$ cat config.mk
export PLATFORM = sky130hd
export DESIGN_NAME = execute_stage_pipe
export DESIGN_NICKNAME = d
export VERILOG_FILES = /design/src/rtl/exec_pkg.sv /design/src/rtl/exec_mul_seq.sv /design/src/rtl/execute_stage_pipe.sv
export SDC_FILE = /design/constraint.sdc
export NUM_CORES = 1
export LEC_CHECK = 0
export ABC_AREA = 1
export CAP_MARGIN = 25
export CORE_MARGIN = 8
export CORE_UTILIZATION = 40
export CTS_BUF_LIST = sky130_fd_sc_hd__clkbuf_8
export DETAILED_ROUTE_END_ITERATION = 10
export GPL_ROUTABILITY_DRIVEN = 0
export PLACE_DENSITY_LB_ADDON = 0.15
export SYNTH_ARGS = -nofsm -noshare
export SYNTH_HDL_FRONTEND = slang
export SYNTH_SLANG_ARGS = --single-unit
$ cat constraint.sdc
create_clock -name clk -period 1.7 [get_ports clk]
set_input_delay 0.51 -clock clk [delete_from_list [all_inputs] [get_ports clk]]
set_output_delay 0.51 -clock clk [all_outputs]
set_load 0.1 [all_outputs]
$ cat src/rtl/exec_pkg.sv
// Shared types and constants for the execute stage: ALU control, ALUOp and
// function-field encodings, and the stage FSM state type.
package exec_pkg;

    typedef enum logic [2:0] {
        ALU_ADD,
        ALU_SUB,
        ALU_AND,
        ALU_OR,
        ALU_SLT,
        ALU_MUL
    } alu_ctrl_e;

    localparam logic [1:0] ALUOP_ADD   = 2'b00;
    localparam logic [1:0] ALUOP_SUB   = 2'b01;
    localparam logic [1:0] ALUOP_FUNCT = 2'b10;
    localparam logic [1:0] ALUOP_OR    = 2'b11;

    localparam logic [3:0] FN_ADD = 4'b0000;
    localparam logic [3:0] FN_SUB = 4'b0010;
    localparam logic [3:0] FN_AND = 4'b0100;
    localparam logic [3:0] FN_OR  = 4'b0101;
    localparam logic [3:0] FN_SLT = 4'b1010;
    localparam logic [3:0] FN_MUL = 4'b1000;

    typedef enum logic [1:0] {
        ST_IDLE,
        ST_MUL,
        ST_WRITE
    } exec_state_e;

endpackage

$ cat src/rtl/exec_mul_seq.sv
// Iterative shift-add multiplier: one partial-product step per cycle,
// W steps after start; done is high during the cycle of the final step.
module exec_mul_seq #(
    parameter int unsigned W = 16
) (
    input  logic         clk,
    input  logic         rst,
    input  logic         start,
    input  logic [W-1:0] a,
    input  logic [W-1:0] b,
    output logic         done,
    output logic [W-1:0] product_lo
);
    localparam int unsigned CNT_W = $clog2(W);

    logic [CNT_W-1:0] count_q, count_d;
    logic             run_q, run_d;
    logic [W-1:0]     acc_q, acc_d;
    logic [W-1:0]     mcand_q, mcand_d;
    logic [W-1:0]     mplier_q, mplier_d;

    always_comb begin
        count_d  = count_q;
        run_d    = run_q;
        acc_d    = acc_q;
        mcand_d  = mcand_q;
        mplier_d = mplier_q;
        done     = run_q && (count_q == CNT_W'(W - 1));
        if (start) begin
            count_d  = '0;
            run_d    = 1'b1;
            acc_d    = '0;
            mcand_d  = a;
            mplier_d = b;
        end else if (run_q) begin
            // Only the low W bits of the product are kept, so bits shifted
            // out of the multiplicand can be dropped.
            if (mplier_q[0]) begin
                acc_d = acc_q + mcand_q;
            end
            mcand_d  = mcand_q << 1;
            mplier_d = mplier_q >> 1;
            count_d  = count_q + CNT_W'(1);
            if (done) begin
                run_d = 1'b0;
            end
        end
    end

    always_ff @(posedge clk or posedge rst) begin
        if (rst) begin
            count_q  <= '0;
            run_q    <= 1'b0;
            acc_q    <= '0;
            mcand_q  <= '0;
            mplier_q <= '0;
        end else begin
            count_q  <= count_d;
            run_q    <= run_d;
            acc_q    <= acc_d;
            mcand_q  <= mcand_d;
            mplier_q <= mplier_d;
        end
    end

    assign product_lo = acc_q;

endmodule

$ cat src/rtl/execute_stage_pipe.sv
// Execute stage: single-cycle ALU and branch-target adder with a valid/ready
// output register. Define EXEC_STAGE_MUL_EN to add the iterative MUL path.
module execute_stage_pipe
    import exec_pkg::*;
#(
    parameter int unsigned DATA_W  = 16,
    parameter int unsigned FUNCT_W = 4
) (
    input  logic              clk,
    input  logic              rst,
    input  logic              in_Valid,
    output logic              in_Ready,
    input  logic [DATA_W-1:0] in_Read_Data_1,
    input  logic [DATA_W-1:0] in_Read_Data_2,
    input  logic [DATA_W-1:0] in_Immediate,
    input  logic              in_ALUSrc,
    input  logic [1:0]        in_ALUOp,
    input  logic [DATA_W-1:0] in_PC_plus_two,
    output logic              O_Valid,
    input  logic              in_Out_Ready,
    output logic [DATA_W-1:0] O_ALUResult,
    output logic              O_Zero,
    output logic [DATA_W-1:0] O_addResult,
    output logic              O_Busy
);
    // Function field is compared at no less than 4 bits so any extra
    // high bits must be zero to match a defined code.
    localparam int unsigned FW = (FUNCT_W > 4) ? FUNCT_W : 4;

    logic [FW-1:0]     funct;
    alu_ctrl_e         fn_ctrl;
    alu_ctrl_e         ctrl;
    logic [DATA_W-1:0] op_b;
    logic [DATA_W-1:0] alu_res;
    logic [DATA_W-1:0] branch_tgt;
    logic              accept;

    logic              valid_q, valid_d;
    logic [DATA_W-1:0] result_q, result_d;
    logic              zero_q, zero_d;
    logic [DATA_W-1:0] addr_q, addr_d;

    always_comb begin
        funct   = FW'(in_Immediate[FUNCT_W-1:0]);
        fn_ctrl = ALU_ADD;
        if (funct == FW'(FN_SUB)) fn_ctrl = ALU_SUB;
        if (funct == FW'(FN_AND)) fn_ctrl = ALU_AND;
        if (funct == FW'(FN_OR))  fn_ctrl = ALU_OR;
        if (funct == FW'(FN_SLT)) fn_ctrl = ALU_SLT;
`ifdef EXEC_STAGE_MUL_EN
        if (funct == FW'(FN_MUL)) fn_ctrl = ALU_MUL;
`endif
        case (in_ALUOp)
            ALUOP_ADD:   ctrl = ALU_ADD;
            ALUOP_SUB:   ctrl = ALU_SUB;
            ALUOP_FUNCT: ctrl = fn_ctrl;
            ALUOP_OR:    ctrl = ALU_OR;
            default:     ctrl = ALU_ADD;
        endcase
    end

    always_comb begin
        op_b       = in_ALUSrc ? in_Immediate : in_Read_Data_2;
        branch_tgt = (in_Immediate << 1) + in_PC_plus_two;
        case (ctrl)
            ALU_SUB: alu_res = in_Read_Data_1 - op_b;
            ALU_AND: alu_res = in_Read_Data_1 & op_b;
            ALU_OR:  alu_res = in_Read_Data_1 | op_b;
            ALU_SLT: alu_res = {{(DATA_W-1){1'b0}},
                                ($signed(in_Read_Data_1) < $signed(op_b))};
            default: alu_res = in_Read_Data_1 + op_b;
        endcase
    end

`ifdef EXEC_STAGE_MUL_EN
    exec_state_e       state_q, state_d;
    logic [DATA_W-1:0] addr_hold_q, addr_hold_d;
    logic              mul_start;
    logic              mul_done;
    logic [DATA_W-1:0] mul_product;

    exec_mul_seq #(.W(DATA_W)) u_mul (
        .clk        (clk),
        .rst        (rst),
        .start      (mul_start),
        .a          (in_Read_Data_1),
        .b          (op_b),
        .done       (mul_done),
        .product_lo (mul_product)
    );

    assign in_Ready = (state_q == ST_IDLE) && (!valid_q || in_Out_Ready);
    assign O_Busy   = (state_q != ST_IDLE);
`else
    assign in_Ready = !valid_q || in_Out_Ready;
    assign O_Busy   = 1'b0;
`endif

    assign accept = in_Valid && in_Ready;

    always_comb begin
        valid_d  = valid_q && !in_Out_Ready;
        result_d = result_q;
        zero_d   = zero_q;
        addr_d   = addr_q;
`ifdef EXEC_STAGE_MUL_EN
        state_d     = state_q;
        addr_hold_d = addr_hold_q;
        mul_start   = 1'b0;
        case (state_q)
            ST_IDLE: begin
                if (accept && (ctrl == ALU_MUL)) begin
                    mul_start   = 1'b1;
                    addr_hold_d = branch_tgt;
                    state_d     = ST_MUL;
                end else if (accept) begin
                    valid_d  = 1'b1;
                    result_d = alu_res;
                    zero_d   = (alu_res == '0);
                    addr_d   = branch_tgt;
                end
            end
            ST_MUL: begin
                if (mul_done) state_d = ST_WRITE;
            end
            ST_WRITE: begin
                if (!valid_q || in_Out_Ready) begin
                    valid_d  = 1'b1;
                    result_d = mul_product;
                    zero_d   = (mul_product == '0);
                    addr_d   = addr_hold_q;
                    state_d  = ST_IDLE;
                end
            end
            default: state_d = ST_IDLE;
        endcase
`else
        if (accept) begin
            valid_d  = 1'b1;
            result_d = alu_res;
            zero_d   = (alu_res == '0);
            addr_d   = branch_tgt;
        end
`endif
    end

    always_ff @(posedge clk or posedge rst) begin
        if (rst) begin
            valid_q  <= 1'b0;
            result_q <= '0;
            zero_q   <= 1'b1;
            addr_q   <= '0;
        end else begin
            valid_q  <= valid_d;
            result_q <= result_d;
            zero_q   <= zero_d;
            addr_q   <= addr_d;
        end
    end

`ifdef EXEC_STAGE_MUL_EN
    always_ff @(posedge clk or posedge rst) begin
        if (rst) begin
            state_q     <= ST_IDLE;
            addr_hold_q <= '0;
        end else begin
            state_q     <= state_d;
            addr_hold_q <= addr_hold_d;
        end
    end
`endif

    assign O_Valid     = valid_q;
    assign O_ALUResult = result_q;
    assign O_Zero      = zero_q;
    assign O_addResult = addr_q;

endmodule

==> metrics.md <==
| Metric | Value |
|---|---|
| Register bit total from synthesis | 34 |
| CP max stage cell | fa_2 |
| CTS tree | built |
| Worst hold path class | reg2reg |
| CP cell instances | buf_12 -> buf_12 -> buf_6 -> o21ai_4 -> inv_2 -> ha_4 -> fa_2 -> nand3_2 -> nand3_4 -> nand2_2 -> nand2_2 -> xor2_2 -> nand2_1 -> nand3_2 -> a21oi_2 -> nand2_1 -> nor2_1 -> nand3_1 -> nand2_1 |
| Startpoint types | input pin |
| Multi-input logic area | 0.00533 mm2 |
| Most used DFF post-synth | dfrtp_1 |
| DRC | 0 |
| Async S/R FF share, synth | 1.00 |
| Distinct cell type count after synthesis | 42 |
| Vias | 7,315 |
| Vias in the first global route | 7,238 |
| P&R area growth vs syn | 100% |
| Post-synth EDFFs | 0 |
| Final Non-Filler Cells | 1,364 |
| Seq/Total Area, Yosys | 0.164 |
| Post-Synth Simple-Gate Area | 0.409 |
| Crit path max-delay family | simple AND/OR/NAND/NOR gates |
| Post-synth top area cell | nand2_1 |
| Post-DP HPWL | 16,100 um |
| Die width | 130 um |
| Root Driver | clkbuf_8 |
| Mux share of post-synthesis cell area | 0 |
| Synth Area in Adders | 0.171 |
| F_max | 382 MHz |
| Gate power share | 0.754 |
| Global-route wire length before repair | 35,600 um |
| Fill count | 767 |
| Share of cells above drive strength 1 | 0.514 |
| PD cells | 725 mW/mm2 |
| Post-Place Cells | 1,297 |
| CTS buffer count | 5 |
| Port bufs | 105 |
| Final Max Tran Viols | 0 |
| Mapped Avg Cell Area | 5.91 um2 |
| Setup CP Type | in2reg |
| Switching Share | 0.513 |
| Compound-Gate Fraction of Synth Area | 0.0927 |
| Core ar. | 0.0127 mm2 |
| Worst EP arrival | 2.88 ns |
| Internal | 3670 uW |
| Post-DR wirelength/cell | 18.7 um |
| Mapped Area | 0.00519 mm2 |
| Unrepaired setup endpoints after global routing | true |
| H-tree depth | 2 |
| Die footprint | 0.0169 mm2 |
| Gr ovfl total | 0 |
| GRT Total Usage | 0.268 |
| CP bufs+invs | 4 |
| CTS Buffer Depth | 2 |
| Crit path largest cell delay | 0.44 ns |
| Final worst slack | -0.920 ns |
| Clock Power Share | 0.091 |
| Xor and xnor area share after synthesis | 0.0253 |
| Crit. End Element | flip-flop |
| Max Cap Viol | 0 |
| I/O Pins | 107 |
| Via density | 5.36 |
| Initial antenna violation count | 2 |
| Syn Inst Count | 879 |
| Worst Path Max Fanout | 6 |
| Fin Clk Skew | 0.00514 ns |
| Synthesized Nets | 1,019 |
| Area fraction of the dominant cell type after synthesis | 0.221 |
| Sink Count | 34 |
| Layout net count | 1,328 |
| Dominant cells by area after synthesis | nand2_1, dfrtp_1, ha_1 |
| Clk_lat worst skew | 0.31 ns |
| Post-Place Cell Area | 0.00820 mm2 |
| Number of setup violations in the final report | 26 |
| P_sw | 3870 uW |
| Largest net degree at the start of global routing | 35 |
| Clock Pin Slew Worst Setup and Hold Paths | 0.09 ns |
| 1st-iter DRT viols | 576 |
| Largest family of logic cells by synthesized area | simple AND/OR/NAND/NOR gates |
| Seq pwr share | 0.155 |
| Placement Rows | 41 |
| Peak VDD IR | 499 uV |
| Count of final hold-check violations | 0 |
| Die span in y | 130 um |
| Failing checks | setup timing |
| YS warnings | 0 |
| Crit share post-route | 1.54 |
| Most frequent CP cell | nand2_1 |
| Initial core utilization | 0.410 |
| Crit path required time | 1.96 ns |
| Final Cell Area | 0.0104 mm2 |
| Final min period | 2.62 ns |
| Total wire length | 25,500 um |
| Sequential cell area | 856 um2 |
| Initial DRT Pass Iterations | 6 |
| Antenna viol nets, final | 0 |
| Leakage power | 0.00525 uW |
| Status | finished, violations left |
==> cells by family after synthesis <==
kind of cell,count (synthesis)
AND/OR/NAND/NOR,494
adder cells (fa/ha/maj),69
buffers and inverters,179
flip-flops,34
other,1
XOR/XNOR,15
AO/OA/AOI/OAI,87
==> worst register-to-register path: cells and delay by family (launching register included) <==
| kind | cells | cell delay, ns |
|---|---|---|
| compound gates | 1 | 0.14 |
| flops | 1 | 0.52 |
| simple gates | 3 | 0.25 |
| buf+inv | 2 | 0.40 |
==> area by class of cell <==
| type | count | share of cell area |
|---|---|---|
| antenna | 3 | 0.000722 |
| timing repair buffer | 327 | 0.319 |
| clock inverter | 2 | 0.000842 |
| tap | 172 | 0.0207 |
| multi-input combinational | 666 | 0.513 |
| clock buffer | 6 | 0.00794 |
| sequential | 34 | 0.0823 |
| inverter | 154 | 0.0563 |
==> worst paths after layout <==
check,cells after the start,slack (ns),end,start
worst max register to register,6,0.30,O_addResult[9]$_DFFE_PP0P_,O_Valid$_DFF_PP0_
max in group asynchronous,3,0.87,O_Zero$_DFFE_PP1P_,rst
worst max-delay path,19,-0.92,O_Zero$_DFFE_PP1P_,in_ALUSrc
worst min-delay path,2,0.51,O_Zero$_DFFE_PP1P_,O_Zero$_DFFE_PP1P_
min in group asynchronous,3,0.57,O_ALUResult[4]$_DFFE_PP0P_,rst
worst min register to register,2,0.51,O_Zero$_DFFE_PP1P_,O_Zero$_DFFE_PP1P_
==> cell usage after synthesis (all sizes together), types with 6 or more instances <==
cell type    n
nand4       15
inv        151
ha          66
or2          6
buf         17
xor2        14
dfrtp       33
nor2        69
a31oi        7
clkbuf       8
nand2      311
o21ai       38
a21oi       33
nand3b      11
nand3       74
==> layout by cell type, fill, tap and decap left out, types with 6 or more instances in the layout <==
| master | Yosys | routed |
|---|---|---|
| nor2_2 | 5 | 15 |
| buf_12 | 0 | 42 |
| dlymetal6s2s_1 | 0 | 6 |
| inv_2 | 6 | 37 |
| clkbuf_8 | 0 | 6 |
| nand3_1 | 71 | 33 |
| nand3_2 | 3 | 33 |
| ha_4 | 0 | 37 |
| clkdlybuf4s50_1 | 0 | 26 |
| buf_6 | 3 | 43 |
| dfrtp_1 | 33 | 32 |
| nor2_4 | 1 | 14 |
| ha_1 | 66 | 27 |
| nand2_4 | 2 | 20 |
| a21oi_1 | 32 | 8 |
| nand2_1 | 306 | 197 |
| a21oi_2 | 1 | 17 |
| inv_1 | 145 | 112 |
| nand2_2 | 3 | 93 |
| dlygate4sd2_1 | 0 | 22 |
| o21ai_1 | 4 | 9 |
| nor2_1 | 63 | 40 |
| nand4_1 | 15 | 15 |
| o21ai_4 | 1 | 17 |
| nand3b_1 | 10 | 10 |
| xor2_1 | 14 | 12 |
| o21ai_0 | 33 | 7 |
| buf_4 | 1 | 171 |
| nand3_4 | 0 | 8 |
| a21oi_4 | 0 | 8 |
==> flip-flops by register name, indices dropped and copies added, names as in the netlist <==
| name | flops |
|---|---|
| O_ALUResult | 16 |
| O_Valid | 1 |
| O_Zero | 1 |
| O_addResult | 16 |
==> routing by layer <==
| layer | up-vias | GRT usage | routed length [um] |
|---|---|---|---|
| li1 | 3356 | - | - |
| met3 | 139 | 0.0445 | 1830 |
| met4 | 0 | 0.158 | 1790 |
| met5 | - | 0 | 0 |
| met2 | 399 | 0.459 | 12600 |
| met1 | 3421 | 0.310 | 9330 |
==> power groups by stage <==
| stage | Combinational (uW) | Clock, uW | Sequential [uW] |
|---|---|---|---|
| after floorplan | 1420 | 0 | 2250 |
| after global placement | 4410 | 0 | 1160 |
| after detailed placement | 4450 | 0 | 1170 |
| after CTS | 5100 | 667 | 1160 |
| after global routing | 5960 | 716 | 1180 |
| final | 5690 | 684 | 1170 |
==> through the flow <==
stage	hold WS (ns)	setup slack, ns	power (uW)	TNS, ns	util
after global routing	0.531	-0.966	7860	-14.67	0.820
after global placement	0.510	-1.69	5580	-32.86	0.647
after floorplan	0.609	-0.678	3670	-7.84	-
after CTS	0.516	-0.831	6930	-11.41	0.765
after detailed placement	0.508	-1.67	5620	-33.59	0.647
final	0.513	-0.920	7540	-12.88	0.821
==> repair_timing <==
action	in CTS	in global routing
buffers inserted	45	19
hold buffers	0	0
endpoints found under the setup margin	32	27
pin swaps	124	135
cloned	2	0
gates resized for setup	332	171
Note: power is estimated with default switching activity, not from simulation.
